--- src/rtl/pipelined_shifter_if.sv ---
// Request/response bundle for the pipelined shifter.
// Handshake: a transfer happens on a rising clk edge where valid and ready
// are both high; the producer holds valid and its payload stable until then,
// and ready never depends combinationally on the same side's valid.
interface pipelined_shifter_if #(
  parameter int N = 32,
  parameter int L = $clog2(N)
) ();
  logic         in_valid;
  logic         in_ready;
  logic [N-1:0] in_data;
  logic [L-1:0] in_shamt;
  logic [1:0]   in_op;
  logic         out_valid;
  logic         out_ready;
  logic [N-1:0] out_data;
  logic         busy;

  modport master (
    output in_valid, in_data, in_shamt, in_op, out_ready,
    input  in_ready, out_valid, out_data, busy
  );

  modport slave (
    input  in_valid, in_data, in_shamt, in_op, out_ready,
    output in_ready, out_valid, out_data, busy
  );
endinterface

--- src/rtl/pipelined_shifter.sv ---
// Pipelined barrel shifter: SLL, SRL, SRA and ROL over N bits, one register
// stage per shift-amount bit. Stage k conditionally shifts by 2^k; the whole
// pipe advances together or stalls together (bubbles are kept).
module pipelined_shifter #(
  parameter  int N = 32,
  localparam int L = $clog2(N)
) (
  input logic              clk,
  input logic              rst,
  pipelined_shifter_if.slave bus
);

  localparam logic [1:0] OP_SLL = 2'b00;
  localparam logic [1:0] OP_SRL = 2'b01;
  localparam logic [1:0] OP_SRA = 2'b10;
  localparam logic [1:0] OP_ROL = 2'b11;

  // Stage registers
  logic [L-1:0] valid_q;
  logic [N-1:0] data_q  [L];
  logic [L-1:0] shamt_q [L];
  logic [1:0]   op_q    [L];

  // Stage inputs (predecessor outputs) and the shifted data each stage loads
  logic [L-1:0] src_valid;
  logic [N-1:0] src_data  [L];
  logic [L-1:0] src_shamt [L];
  logic [1:0]   src_op    [L];
  logic [N-1:0] shifted   [L];

  logic advance;

  // One fixed-distance shift step of 2^k in the requested mode. SRA fills
  // with this stage's input MSB, which is still the original sign bit.
  function automatic logic [N-1:0] shift_step(input logic [N-1:0] d,
                                              input logic [1:0]   op,
                                              input int           k);
    int s;
    s = 1 << k;
    case (op)
      OP_SRL:  shift_step = d >> s;
      OP_SRA:  shift_step = $signed(d) >>> s;
      OP_ROL:  shift_step = (d << s) | (d >> (N - s));
      default: shift_step = d << s;
    endcase
  endfunction

  // The pipe may move whenever the last stage is empty or being drained.
  assign advance      = !valid_q[L-1] || bus.out_ready;
  assign bus.in_ready = advance;

  assign bus.out_valid = valid_q[L-1];
  assign bus.out_data  = data_q[L-1];
  assign bus.busy      = |valid_q;

  // Chain stage inputs and apply each stage's conditional shift.
  always_comb begin
    src_valid[0] = bus.in_valid;
    src_data[0]  = bus.in_data;
    src_shamt[0] = bus.in_shamt;
    src_op[0]    = bus.in_op;
    for (int k = 1; k < L; k++) begin
      src_valid[k] = valid_q[k-1];
      src_data[k]  = data_q[k-1];
      src_shamt[k] = shamt_q[k-1];
      src_op[k]    = op_q[k-1];
    end
    for (int k = 0; k < L; k++) begin
      shifted[k] = src_shamt[k][k] ? shift_step(src_data[k], src_op[k], k)
                                   : src_data[k];
    end
  end

  // Stage registers: clear on reset, load together on advance, else hold.
  always_ff @(posedge clk) begin
    if (rst) begin
      valid_q <= '0;
      for (int k = 0; k < L; k++) begin
        data_q[k]  <= '0;
        shamt_q[k] <= '0;
        op_q[k]    <= '0;
      end
    end else if (advance) begin
      valid_q <= src_valid;
      for (int k = 0; k < L; k++) begin
        data_q[k]  <= shifted[k];
        shamt_q[k] <= src_shamt[k];
        op_q[k]    <= src_op[k];
      end
    end
  end

endmodule
--- src/flat_wrapper.sv ---
// flat-port wrapper written by rule: the top's interface ports become plain ports
module pipelined_shifter_flat 
#(
  parameter  int N = 32,
  localparam int L = $clog2(N)
)
  (clk, rst, bus_in_valid, bus_in_data, bus_in_shamt, bus_in_op, bus_out_ready, bus_in_ready, bus_out_valid, bus_out_data, bus_busy);
  pipelined_shifter_if #(.N(N)) bus_i ();
  input logic clk;
  input logic rst;
  input wire logic [$bits(bus_i.in_valid)-1:0] bus_in_valid;
  input wire logic [$bits(bus_i.in_data)-1:0] bus_in_data;
  input wire logic [$bits(bus_i.in_shamt)-1:0] bus_in_shamt;
  input wire logic [$bits(bus_i.in_op)-1:0] bus_in_op;
  input wire logic [$bits(bus_i.out_ready)-1:0] bus_out_ready;
  output wire logic [$bits(bus_i.in_ready)-1:0] bus_in_ready;
  output wire logic [$bits(bus_i.out_valid)-1:0] bus_out_valid;
  output wire logic [$bits(bus_i.out_data)-1:0] bus_out_data;
  output wire logic [$bits(bus_i.busy)-1:0] bus_busy;
  assign bus_i.in_valid = bus_in_valid;
  assign bus_i.in_data = bus_in_data;
  assign bus_i.in_shamt = bus_in_shamt;
  assign bus_i.in_op = bus_in_op;
  assign bus_i.out_ready = bus_out_ready;
  assign bus_in_ready = bus_i.in_ready;
  assign bus_out_valid = bus_i.out_valid;
  assign bus_out_data = bus_i.out_data;
  assign bus_busy = bus_i.busy;
  pipelined_shifter #(.N(N)) u_core (.clk(clk), .rst(rst), .bus(bus_i));
endmodule
--- config.mk ---
export PLATFORM = sky130hd
export DESIGN_NAME = pipelined_shifter_flat
export DESIGN_NICKNAME = d
export VERILOG_FILES = /design/src/rtl/pipelined_shifter_if.sv /design/src/rtl/pipelined_shifter.sv /design/src/flat_wrapper.sv
export SDC_FILE = /design/constraint.sdc
export NUM_CORES = 1
export LEC_CHECK = 0
export CORE_AREA = 2 2 152 154
export DETAILED_ROUTE_END_ITERATION = 10
export DIE_AREA = 0 0 154 156
export DONT_BUFFER_PORTS = 1
export PLACE_DENSITY = 0.6
export SLEW_MARGIN = 40
export SYNTH_ARGS = -nofsm -noshare
export SYNTH_HDL_FRONTEND = slang
export SYNTH_SLANG_ARGS = --single-unit
--- constraint.sdc ---
create_clock -name clk -period 16.1 [get_ports clk]
set_clock_uncertainty 0.2 [all_clocks]
set_input_delay 3.22 -clock clk [delete_from_list [all_inputs] [get_ports clk]]
set_output_delay 3.22 -clock clk [all_outputs]
set_load 0.02 [all_outputs]
==> results of run 1 <==
==> synth_stat cells (6+ instances only) <==
master,number
sky130_fd_sc_hd__buf_4,37
sky130_fd_sc_hd__buf_2,14
sky130_fd_sc_hd__nand2_1,34
sky130_fd_sc_hd__a211oi_1,92
sky130_fd_sc_hd__a211oi_2,37
sky130_fd_sc_hd__mux2_2,15
sky130_fd_sc_hd__buf_6,8
sky130_fd_sc_hd__nor2_1,163
sky130_fd_sc_hd__clkbuf_1,37
sky130_fd_sc_hd__a22oi_1,6
sky130_fd_sc_hd__nor2b_1,22
sky130_fd_sc_hd__a31oi_1,6
sky130_fd_sc_hd__a221oi_1,9
sky130_fd_sc_hd__nor3_1,10
sky130_fd_sc_hd__a21oi_1,21
sky130_fd_sc_hd__edfxtp_1,178
sky130_fd_sc_hd__mux2i_1,99
sky130_fd_sc_hd__and2_1,18
==> kinds of logic (layout without fill, tap and decap cells) <==
group	after synthesis	in the layout
buffers and inverters	106	46
XOR/XNOR	5	5
flip-flops	183	183
multiplexers	114	114
AO/OA/AOI/OAI	179	179
AND/OR/NAND/NOR	262	262
==> placed cells by master, fill, tap and decap left out, types with 9 or more instances in the layout <==
cell type	instances
sky130_fd_sc_hd__edfxtp_1	178
sky130_fd_sc_hd__nor2_1	162
sky130_fd_sc_hd__mux2i_1	99
sky130_fd_sc_hd__a211oi_1	92
sky130_fd_sc_hd__a211oi_2	37
sky130_fd_sc_hd__nand2_1	34
sky130_fd_sc_hd__nor2b_1	22
sky130_fd_sc_hd__a21oi_1	21
sky130_fd_sc_hd__and2_1	18
sky130_fd_sc_hd__clkbuf_16	17
sky130_fd_sc_hd__mux2_2	15
sky130_fd_sc_hd__nor3_1	10
sky130_fd_sc_hd__a221oi_1	9
==> routing by layer <==
layer  vias to the layer above  track usage (%)
met5                         -                0
met4                         0             6.10
met3                        23             3.14
met2                       146             27.1
met1                      2788             18.4
li1                       2995                -
==> layout make-up <==
| type | count | share of cell area, % |
|---|---|---|
| Sequential cell | 183 | 52.2 |
| Multi-Input combinational cell | 560 | 37.4 |
| Clock buffer | 18 | 4.12 |
| Tap cell | 285 | 3.42 |
| Clock inverter | 14 | 1.68 |
| Timing Repair Buffer | 11 | 1.04 |
| Inverter | 3 | 0.108 |
==> registers in the layout, summed over array words and instances (netlist names) <==
register	cells
u_core.op_q	8
u_core.valid_q	5
u_core.shamt_q	10
u_core.data_q	160
==> path summary, 6_finish.rpt <==
check                                                    start                                   to  slack [ns]  cells past startpoint
worst min register to register  u_core.valid_q[1]$_SDFFE_PP0P_       u_core.valid_q[2]$_SDFFE_PP0P_        0.29                      2
worst max-delay path                             bus_out_ready                         bus_in_ready        8.65                      2
worst max register to register  u_core.valid_q[4]$_SDFFE_PP0P_  u_core.data_q[0][100]$_SDFFCE_PN0P_       12.70                      5
worst min-delay path            u_core.valid_q[1]$_SDFFE_PP0P_       u_core.valid_q[2]$_SDFFE_PP0P_        0.29                      2
==> where the power goes <==
part	leakage, nW	switching, mW	total [mW]	internal, mW
Combinational	1.54	0.0614	0.111	0.0495
Sequential	2.16	0.0315	0.587	0.556
Clock	0.287	0.173	0.419	0.246
==> stage by stage <==
| step | area [um^2] | instances |
|---|---|---|
| floorplan | 9990 | 849 |
| finish | 10400 | 1074 |
| detailed placement | 9810 | 1042 |
| global route | 10400 | 1074 |
| CTS | 10400 | 1074 |
| global placement | 9760 | 1039 |
==> PnR_summary.wiki, run 1 <==
{| class="wikitable"
! Metric !! Value
|-
| Run status || completed
|-
| Area grow syn2layout || 4.37%
|-
| Clk sink count || 183
|-
| Clock buffer count from CTS || 17
|-
| Cell with the biggest individual delay on the critical path || sky130_fd_sc_hd__nor2b_1
|-
| Kind of end point of the critical path || output port
|-
| Met2 layer wire length in the routed design || 9120 um
|-
| Synth Area in XOR/XNOR || 0.890%
|-
| Main area contributors after synthesis || sky130_fd_sc_hd__edfxtp_1 (54%), sky130_fd_sc_hd__mux2i_1 (9.9%), sky130_fd_sc_hd__a211oi_1 (6.9%)
|-
| Peak Freq || 134 MHz
|-
| Largest area contributor in the synthesized netlist || sky130_fd_sc_hd__edfxtp_1
|-
| Gr ovfl total || 0
|-
| Final HPWL from detailed placement || 12800 um
|-
| Clock-pin slew of the registers on the worst-case setup and hold paths || 0.06 ns
|-
| Final net count || 819
|-
| Share of the core filled with cells || 46.6%
|-
| Sequential-to-total area share from yosys stat || 54.5%
|-
| Setup_tns || 0 ns
|-
| Synthesized instance count || 849
|-
| Max-Slew Margin vs Limit || 46.4%
|-
| Period utilization || 46.3%
|-
| Number of design rule violations left after detail routing || 0
|-
| Core region area || 22400 um^2
|-
| Postcts setup bufs || 0
|-
| Number of global-route vias before repair || 5719
|-
| CP Launch Type || input port
|-
| Library cells used by synthesis || 40
|-
| Max stage delay on crit path || 0.55 ns
|-
| DRT met1 WL || 7900 um
|-
| Routed wirelength normalized by instance count || 16.7 um
|-
| Worst-path cell chain || nor2b_1 -> inv_2
|-
| Footprint of the multi-input gates || 3900 um^2
|-
| I/O pin total || 78
|-
| Final Max Slew Viols || 0
|-
| Clock Tree Buf Depth || 2
|-
| Largest delay contributor family on the critical path || simple AND/OR/NAND/NOR gates
|-
| Unrepaired setup endpoints after global routing || false
|-
| Number of warnings reported in the yosys synthesis log || 0
|-
| Flip-flop and latch count after synthesis || 183
|-
| Fraction of final layout cells with drive strength greater than 1 || 13.3%
|-
| Width of the die || 154 um
|-
| Vias after detailed routing || 5952
|-
| Min cycle time layout || 7.45 ns
|-
| Insertion delay of the later-clocked pin in the worst-skew pair || 0.42 ns
|-
| Gpl congestion || 0.876
|-
| Max FO, Critical Path || 8
|-
| Worst Max-Slew Pin Slew || 0.804 ns
|-
| Total Wirelength || 18000 um
|-
| Height of the die || 156 um
|-
| Row count || 55
|-
| Power after layout || 1.12 mW
|-
| Leading register cell type out of synthesis || sky130_fd_sc_hd__edfxtp_1
|-
| Post-DRT Antenna Nets || 0
|-
| Worst Slack Setup Final || 8.65 ns
|-
| Cell at the root of the clock tree || sky130_fd_sc_hd__clkbuf_16
|-
| Data arrival time at the worst-slack endpoint || 4.03 ns
|-
| Crit path kind || in2out
|-
| Hold buffer count at cts || 0
|-
| DRT iter0 DRCs || 380
|-
| CTS tree || yes
|-
| Post-Syn Area || 9990 um^2
|-
| Worst Hold Class || reg2reg
|-
| Synthesized area divided by synthesized cell count || 11.8 um^2
|-
| First-pass DRT Iterations || 5
|-
| Number of buffers inserted by port buffering || 0
|-
| Power density over cell area || 107 nW/um^2
|-
| H-tree depth || 4
|-
| Starting density of the core || 44.6%
|-
| Via/cell ratio || 5.54
|-
| Final-layout fill cell count || 1936
|-
| # Max-Cap Violations || 0
|-
| Basic-gate share of the synthesized area counting and, or, nand and nor cells || 11.4%
|-
| Count of buffering cells on the critical path with inverters included || 1
|-
| Required time worst endpoint || 12.68 ns
|-
| # diodes || 0
|-
| Fin Hold WS || 0.293 ns
|-
| First-pass GRT wire length || 29600 um
|-
| Post-synth ARST share || 0%
|-
| Uppermost layer routed || met4
|-
| Largest net degree at the start of global routing || 98
|-
| Synthesized-area fraction occupied by ao, oa, aoi and oai cells || 14.8%
|-
| Pre-CTS WS || 8.66 ns
|-
| Leakage power figure || 3.98 nW
|-
| Share of cell area taken by muxes after synthesis || 11.6%
|-
| Post-cts sizing count || 0
|-
| Count of flip-flops with a built-in enable after synthesis || 178
|-
| GRT Resource Usage Total || 15.3%
|-
| # setup viols final || 0
|-
| Final hold viol count || 0
|-
| Full die area || 24000 um^2
|-
| Initial antenna violation count || 0
|-
| Main combinational cell family by area after synthesis || compound AO/OA/AOI/OAI gates
|-
| Net count of the mapped netlist || 892
|-
| Amount of wire on met3 after detailed routing || 589 um
|-
| Area taken by flip-flops and latches || 5450 um^2
|-
| Area share of the largest cell type after synthesis || 53.5%
|-
| Post-Synth Adder-Cell Area || 0%
|-
| Worst-case vdd ir drop || 0.0562 mV
|}
(Power assumes the default switching activity.)
==> run 2: changes to the inputs <==
PLACE_DENSITY = 0.63   (was 0.6)
clock period = 6.23 ns   (was 16.1 ns; I/O delays follow)
==> run 2 against run 1 <==
Net effect:
- via count unchanged
- power rose to 2.6 times the previous value
- largest cell class unchanged
- non-clock buffer count grew 5
- cell count is 0.47% higher
==> PnR_summary.wiki, run 2 (synthesis results as in run 1) <==
{| class="wikitable"
! Metric !! Value
|-
| Pre-CTS WS || 2.50 ns
|-
| Vias after detailed routing || 5952
|-
| Clock buffer count from CTS || 17
|-
| Max stage delay on crit path || 0.51 ns
|-
| CP Launch Type || input port
|-
| Required time worst endpoint || 4.78 ns
|-
| Insertion delay of the later-clocked pin in the worst-skew pair || 0.43 ns
|-
| Setup_tns || 0 ns
|-
| Leakage power figure || 4.01 nW
|-
| Min cycle time layout || 3.46 ns
|-
| Core region area || 22400 um^2
|-
| # setup viols final || 0
|-
| Placed insts || 1046
|-
| I/O pin total || 78
|-
| Gr ovfl total || 0
|-
| Worst Hold Class || reg2reg
|-
| Largest delay contributor family on the critical path || simple AND/OR/NAND/NOR gates
|-
| Worst-path cell chain || nor2b_1 -> inv_2
|-
| Post-cts sizing count || 0
|-
| Area grow syn2layout || 4.62%
|-
| CTS tree || yes
|-
| Fraction of final layout cells with drive strength greater than 1 || 13.6%
|-
| Max-Slew Margin vs Limit || 51.3%
|-
| Finished Cell Area || 10400 um^2
|-
| Count of buffering cells on the critical path with inverters included || 1
|-
| First-pass GRT wire length || 29900 um
|-
| Number of design rule violations left after detail routing || 0
|-
| Cell with the biggest individual delay on the critical path || sky130_fd_sc_hd__nor2b_1
|-
| Area taken by flip-flops and latches || 5450 um^2
|-
| DRT iter0 DRCs || 312
|-
| First-pass DRT Iterations || 4
|-
| Post-DRT Antenna Nets || 0
|-
| Register with the most flip-flops || u_core.data_q
|-
| Post-placement cell area || 9840 um^2
|-
| Commonest cells after routing, fill and taps aside || sky130_fd_sc_hd__edfxtp_1 (178), sky130_fd_sc_hd__nor2_1 (162), sky130_fd_sc_hd__mux2i_1 (99), sky130_fd_sc_hd__a211oi_1 (92), sky130_fd_sc_hd__a211oi_2 (37)
|-
| Period utilization || 55.5%
|-
| Full die area || 24000 um^2
|-
| Most common library cell in the layout ignoring fill and taps || sky130_fd_sc_hd__edfxtp_1
|-
| Final-layout fill cell count || 1985
|-
| Unrepaired setup endpoints after global routing || false
|-
| Hold buffer count at cts || 0
|-
| GRT Resource Usage Total || 15.6%
|-
| Worst Max-Slew Pin Slew || 0.731 ns
|-
| Final HPWL from detailed placement || 12500 um
|-
| Layout Cells excl Fill || 1079
|-
| Number of buffers inserted by port buffering || 0
|-
| Peak Freq || 289 MHz
|-
| Largest net degree at the start of global routing || 69
|-
| Total Wirelength || 18000 um
|-
| Footprint of the multi-input gates || 3890 um^2
|-
| Number of global-route vias before repair || 5684
|-
| Width of the die || 154 um
|-
| Kind of end point of the critical path || output port
|-
| Starting density of the core || 44.6%
|-
| Postcts setup bufs || 0
|-
| Crit path kind || in2out
|-
| Via/cell ratio || 5.52
|-
| Power after layout || 2.88 mW
|-
| # diodes || 0
|-
| H-tree depth || 4
|-
| Height of the die || 156 um
|-
| Max FFs per register || 160
|-
| Max FO, Critical Path || 8
|-
| # Max-Cap Violations || 0
|-
| Run status || completed
|-
| Share of the core filled with cells || 46.7%
|-
| Worst-case vdd ir drop || 0.172 mV
|-
| Gpl congestion || 0.803
|-
| Final hold viol count || 0
|-
| Row count || 55
|-
| Routed wirelength normalized by instance count || 16.7 um
|-
| Power density over cell area || 275 nW/um^2
|-
| Clock Tree Buf Depth || 2
|-
| Initial antenna violation count || 0
|-
| Clock-pin slew of the registers on the worst-case setup and hold paths || 0.06 ns
|-
| Cell at the root of the clock tree || sky130_fd_sc_hd__clkbuf_16
|-
| Fin Hold WS || 0.266 ns
|-
| Final net count || 824
|-
| Data arrival time at the worst-slack endpoint || 2.01 ns
|-
| Final Max Slew Viols || 0
|-
| Largest registers || u_core.data_q (160), u_core.shamt_q (10), u_core.op_q (8)
|-
| Clk sink count || 183
|-
| Worst Slack Setup Final || 2.77 ns
|}
==> run 2: final timing paths <==
kind                                                     start                                  to  slack (ns)  depth (start not counted)
worst max-delay path                             bus_out_ready                        bus_in_ready        2.77                          2
worst min-delay path            u_core.valid_q[3]$_SDFFE_PP0P_      u_core.valid_q[3]$_SDFFE_PP0P_        0.27                          2
worst max register to register  u_core.valid_q[4]$_SDFFE_PP0P_  u_core.data_q[0][13]$_SDFFCE_PN0P_        3.23                          6
worst min register to register  u_core.valid_q[3]$_SDFFE_PP0P_      u_core.valid_q[3]$_SDFFE_PP0P_        0.27                          2
==> run 2: area by class of cell <==
| type | count | share of cell area (%) |
|---|---|---|
| flip-flops and latches | 183 | 52.1 |
| multi-input cells | 560 | 37.2 |
| clock buffers | 17 | 4.07 |
| well taps | 285 | 3.41 |
| clock inverters | 15 | 1.57 |
| repair buffers | 16 | 1.50 |
| inverters | 3 | 0.108 |
==> run 2: report_power, final <==
group          internal (mW)  switching (mW)
combinational          0.129           0.156
sequential              1.44          0.0830
clock                  0.602           0.473
==> run 2: layer usage <==
metal  wire length, um  vias to the layer above  track usage [%]  share of wire (%)
met4               278                        0             5.61                1.5
met3               543                       17             3.42                3.0
met1              8330                     2786             20.3                 46
met5                 0                        -                0                  0
met2              8830                      128             25.8                 49
li1                  -                     3021                -                  -
==> run 3: changes to the inputs <==
clock period = 3.05 ns   (was 6.23 ns; I/O delays follow)
==> run 3 against run 2 <==
Net effect:
- first-iteration DRC count increased by 26%
- die area unchanged
- wire length increased by 3.1%
- combinational power increased by 110%
- largest power group unchanged
- via count increased by 1.5%
- core utilization increased by 0.47 points
- sequential share of layout area decreased by 0.52 points
- sequential power increased by 100%
- highest routed layer unchanged
- worst setup slack got worse by 2.1 ns
==> PnR_summary.wiki, run 3 (synthesis results as in run 1) <==
{| class="wikitable"
! Metric !! Value
|-
| Run status || completed
|-
| Number of design rule violations left after detail routing || 0
|-
| # diodes || 0
|-
| Kind of end point of the critical path || flop
|-
| Height of the die || 156 um
|-
| Post-cts sizing count || 0
|-
| Number of cells on the worst reg-to-reg path || 6
|-
| Commonest cells after routing, fill and taps aside || sky130_fd_sc_hd__edfxtp_1 (178), sky130_fd_sc_hd__nor2_1 (163), sky130_fd_sc_hd__mux2i_1 (99), sky130_fd_sc_hd__a211oi_1 (92), sky130_fd_sc_hd__a211oi_2 (37)
|-
| Met2 layer wire length in the routed design || 9110 um
|-
| Reg2reg end || u_core.data_q[0][156]$_SDFFCE_PN0P_
|-
| Min cycle time layout || 2.37 ns
|-
| Final hold viol count || 0
|-
| Gr ovfl total || 0
|-
| Core region area || 22400 um^2
|-
| Starting density of the core || 44.6%
|-
| Clock-pin slew of the registers on the worst-case setup and hold paths || 0.07 ns
|-
| Crit path kind || reg2reg
|-
| Postcts setup bufs || 0
|-
| Via/cell ratio || 5.56
|-
| Power density over cell area || 553 nW/um^2
|-
| GRT Resource Usage Total || 16.0%
|-
| Final Max Slew Viols || 0
|-
| Fraction of final layout cells with drive strength greater than 1 || 14.4%
|-
| Final HPWL from detailed placement || 13000 um
|-
| Worst-case vdd ir drop || 0.302 mV
|-
| First-pass GRT wire length || 30400 um
|-
| Unrepaired setup endpoints after global routing || false
|-
| Final net count || 833
|-
| Hold Startpoint || rst
|-
| Setup_tns || 0 ns
|-
| Register with the most flip-flops || u_core.data_q
|-
| Period utilization || 77.7%
|-
| Uppermost layer routed || met4
|-
| DRT met1 WL || 8520 um
|-
| Vias after detailed routing || 6044
|-
| WHS Endpoint || u_core.valid_q[3]$_SDFFE_PP0P_
|-
| Cell at the root of the clock tree || sky130_fd_sc_hd__clkbuf_16
|-
| Leakage power figure || 4.07 nW
|-
| CTS tree || yes
|-
| Total Wirelength || 18500 um
|-
| Clock Tree Buf Depth || 2
|-
| DRT iter0 DRCs || 393
|-
| Width of the die || 154 um
|-
| Placed insts || 1055
|-
| Largest registers || u_core.data_q (160), u_core.shamt_q (10), u_core.op_q (8)
|-
| Initial antenna violation count || 0
|-
| # Max-Cap Violations || 0
|-
| Worst Hold Class || in2reg
|-
| Largest net degree at the start of global routing || 70
|-
| I/O pin total || 78
|-
| Max-Slew Margin vs Limit || 53.4%
|-
| Max FO, Critical Path || 39
|-
| Area grow syn2layout || 5.68%
|-
| Most common library cell in the layout ignoring fill and taps || sky130_fd_sc_hd__edfxtp_1
|-
| Insertion delay of the later-clocked pin in the worst-skew pair || 0.43 ns
|-
| Finished Cell Area || 10600 um^2
|-
| # setup viols final || 0
|-
| Full die area || 24000 um^2
|-
| Gpl congestion || 0.815
|-
| Number of cells on the worst hold path || 1
|-
| Routed wirelength normalized by instance count || 17.0 um
|-
| Clk sink count || 183
|-
| Amount of wire on met3 after detailed routing || 580 um
|-
| Clock buffer count from CTS || 17
|-
| Peak Freq || 422 MHz
|-
| First-pass DRT Iterations || 5
|-
| Post-placement cell area || 9950 um^2
|-
| Max FFs per register || 160
|-
| Row count || 55
|-
| H-tree depth || 4
|-
| R2R setup slack || 0.68 ns
|-
| Origin of the critical flop-to-flop path || u_core.valid_q[4]$_SDFFE_PP0P_
|-
| Worst Max-Slew Pin Slew || 0.699 ns
|-
| Required time worst endpoint || 2.99 ns
|-
| Number of buffers inserted by port buffering || 0
|-
| Fin Hold WS || 0.0487 ns
|-
| CP Launch Type || flop
|-
| Post-DRT Antenna Nets || 0
|-
| Layout Cells excl Fill || 1088
|-
| Number of global-route vias before repair || 5731
|-
| Hold buffer count at cts || 0
|-
| Data arrival time at the worst-slack endpoint || 2.31 ns
|}
[run 3: cell types whose count changed in the layout (fill, tap and decap cells not counted), sizes merged]
| cell | before | now |
|---|---|---|
| buf | 16 | 25 |
| clkbuf | 17 | 22 |
| inv | 11 | 7 |
| bufinv | 2 | 0 |
| clkinv | 4 | 5 |
[run 3: worst max path at each step]
stage / slack [ns] / endpoint / start
final: 0.68 / u_core.data_q[0][156]$_SDFFCE_PN0P_ / u_core.valid_q[4]$_SDFFE_PP0P_
after global routing: 0.52 / u_core.data_q[0][152]$_SDFFCE_PN0P_ / u_core.valid_q[4]$_SDFFE_PP0P_
after CTS: 0.66 / u_core.data_q[0][156]$_SDFFCE_PN0P_ / u_core.valid_q[4]$_SDFFE_PP0P_
after detailed placement: 0.58 / u_core.data_q[0][156]$_SDFFCE_PN0P_ / bus_out_ready
after global placement: 0.60 / u_core.data_q[0][155]$_SDFFCE_PN0P_ / bus_out_ready
after floorplan: 0.39 / u_core.data_q[0][0]$_SDFFCE_PN0P_ / bus_out_ready
[run 3: final cells by class]
cell class | instances | area (um^2)
fill | 1985 | 11800
sequential | 183 | 5450
multi-input combinational | 560 | 3890
clock buffer | 22 | 508
tap | 285 | 357
timing repair buffer | 25 | 267
clock inverter | 10 | 78.8
inverter | 3 | 11.3
[run 3: layer usage]
metal  GRT usage, %  vias up
met4           6.19        0
met1           20.9     2879
li1               -     3022
met3           3.33       19
met5              0        -
met2           26.3      124
[run 3: stage by stage]
| stage | setup WS, ns | power (mW) | utilization [%] |
|---|---|---|---|
| after floorplan | 0.392 | 3.65 | - |
| after global placement | 0.597 | 3.74 | 44.5 |
| after detailed placement | 0.584 | 3.76 | 44.5 |
| after CTS | 0.664 | 5.89 | 47.1 |
| after global routing | 0.518 | 6.07 | 47.2 |
| final | 0.680 | 5.83 | 47.2 |
[run 3: worst max-delay path, cell delays in order, from the launching register on]
cell and delay, ns:
sky130_fd_sc_hd__dfxtp_1 0.45, sky130_fd_sc_hd__nor2b_1 0.17, sky130_fd_sc_hd__buf_4 0.17, sky130_fd_sc_hd__inv_2 0.11
sky130_fd_sc_hd__nand2b_4 0.45, sky130_fd_sc_hd__buf_4 0.41, sky130_fd_sc_hd__a211oi_1 0.08
[run 3: report_power, final]
group | switching, mW | internal, mW | total [mW]
Clock | 0.928 | 1.20 | 2.13
Sequential | 0.173 | 2.93 | 3.11
Combinational | 0.322 | 0.274 | 0.596
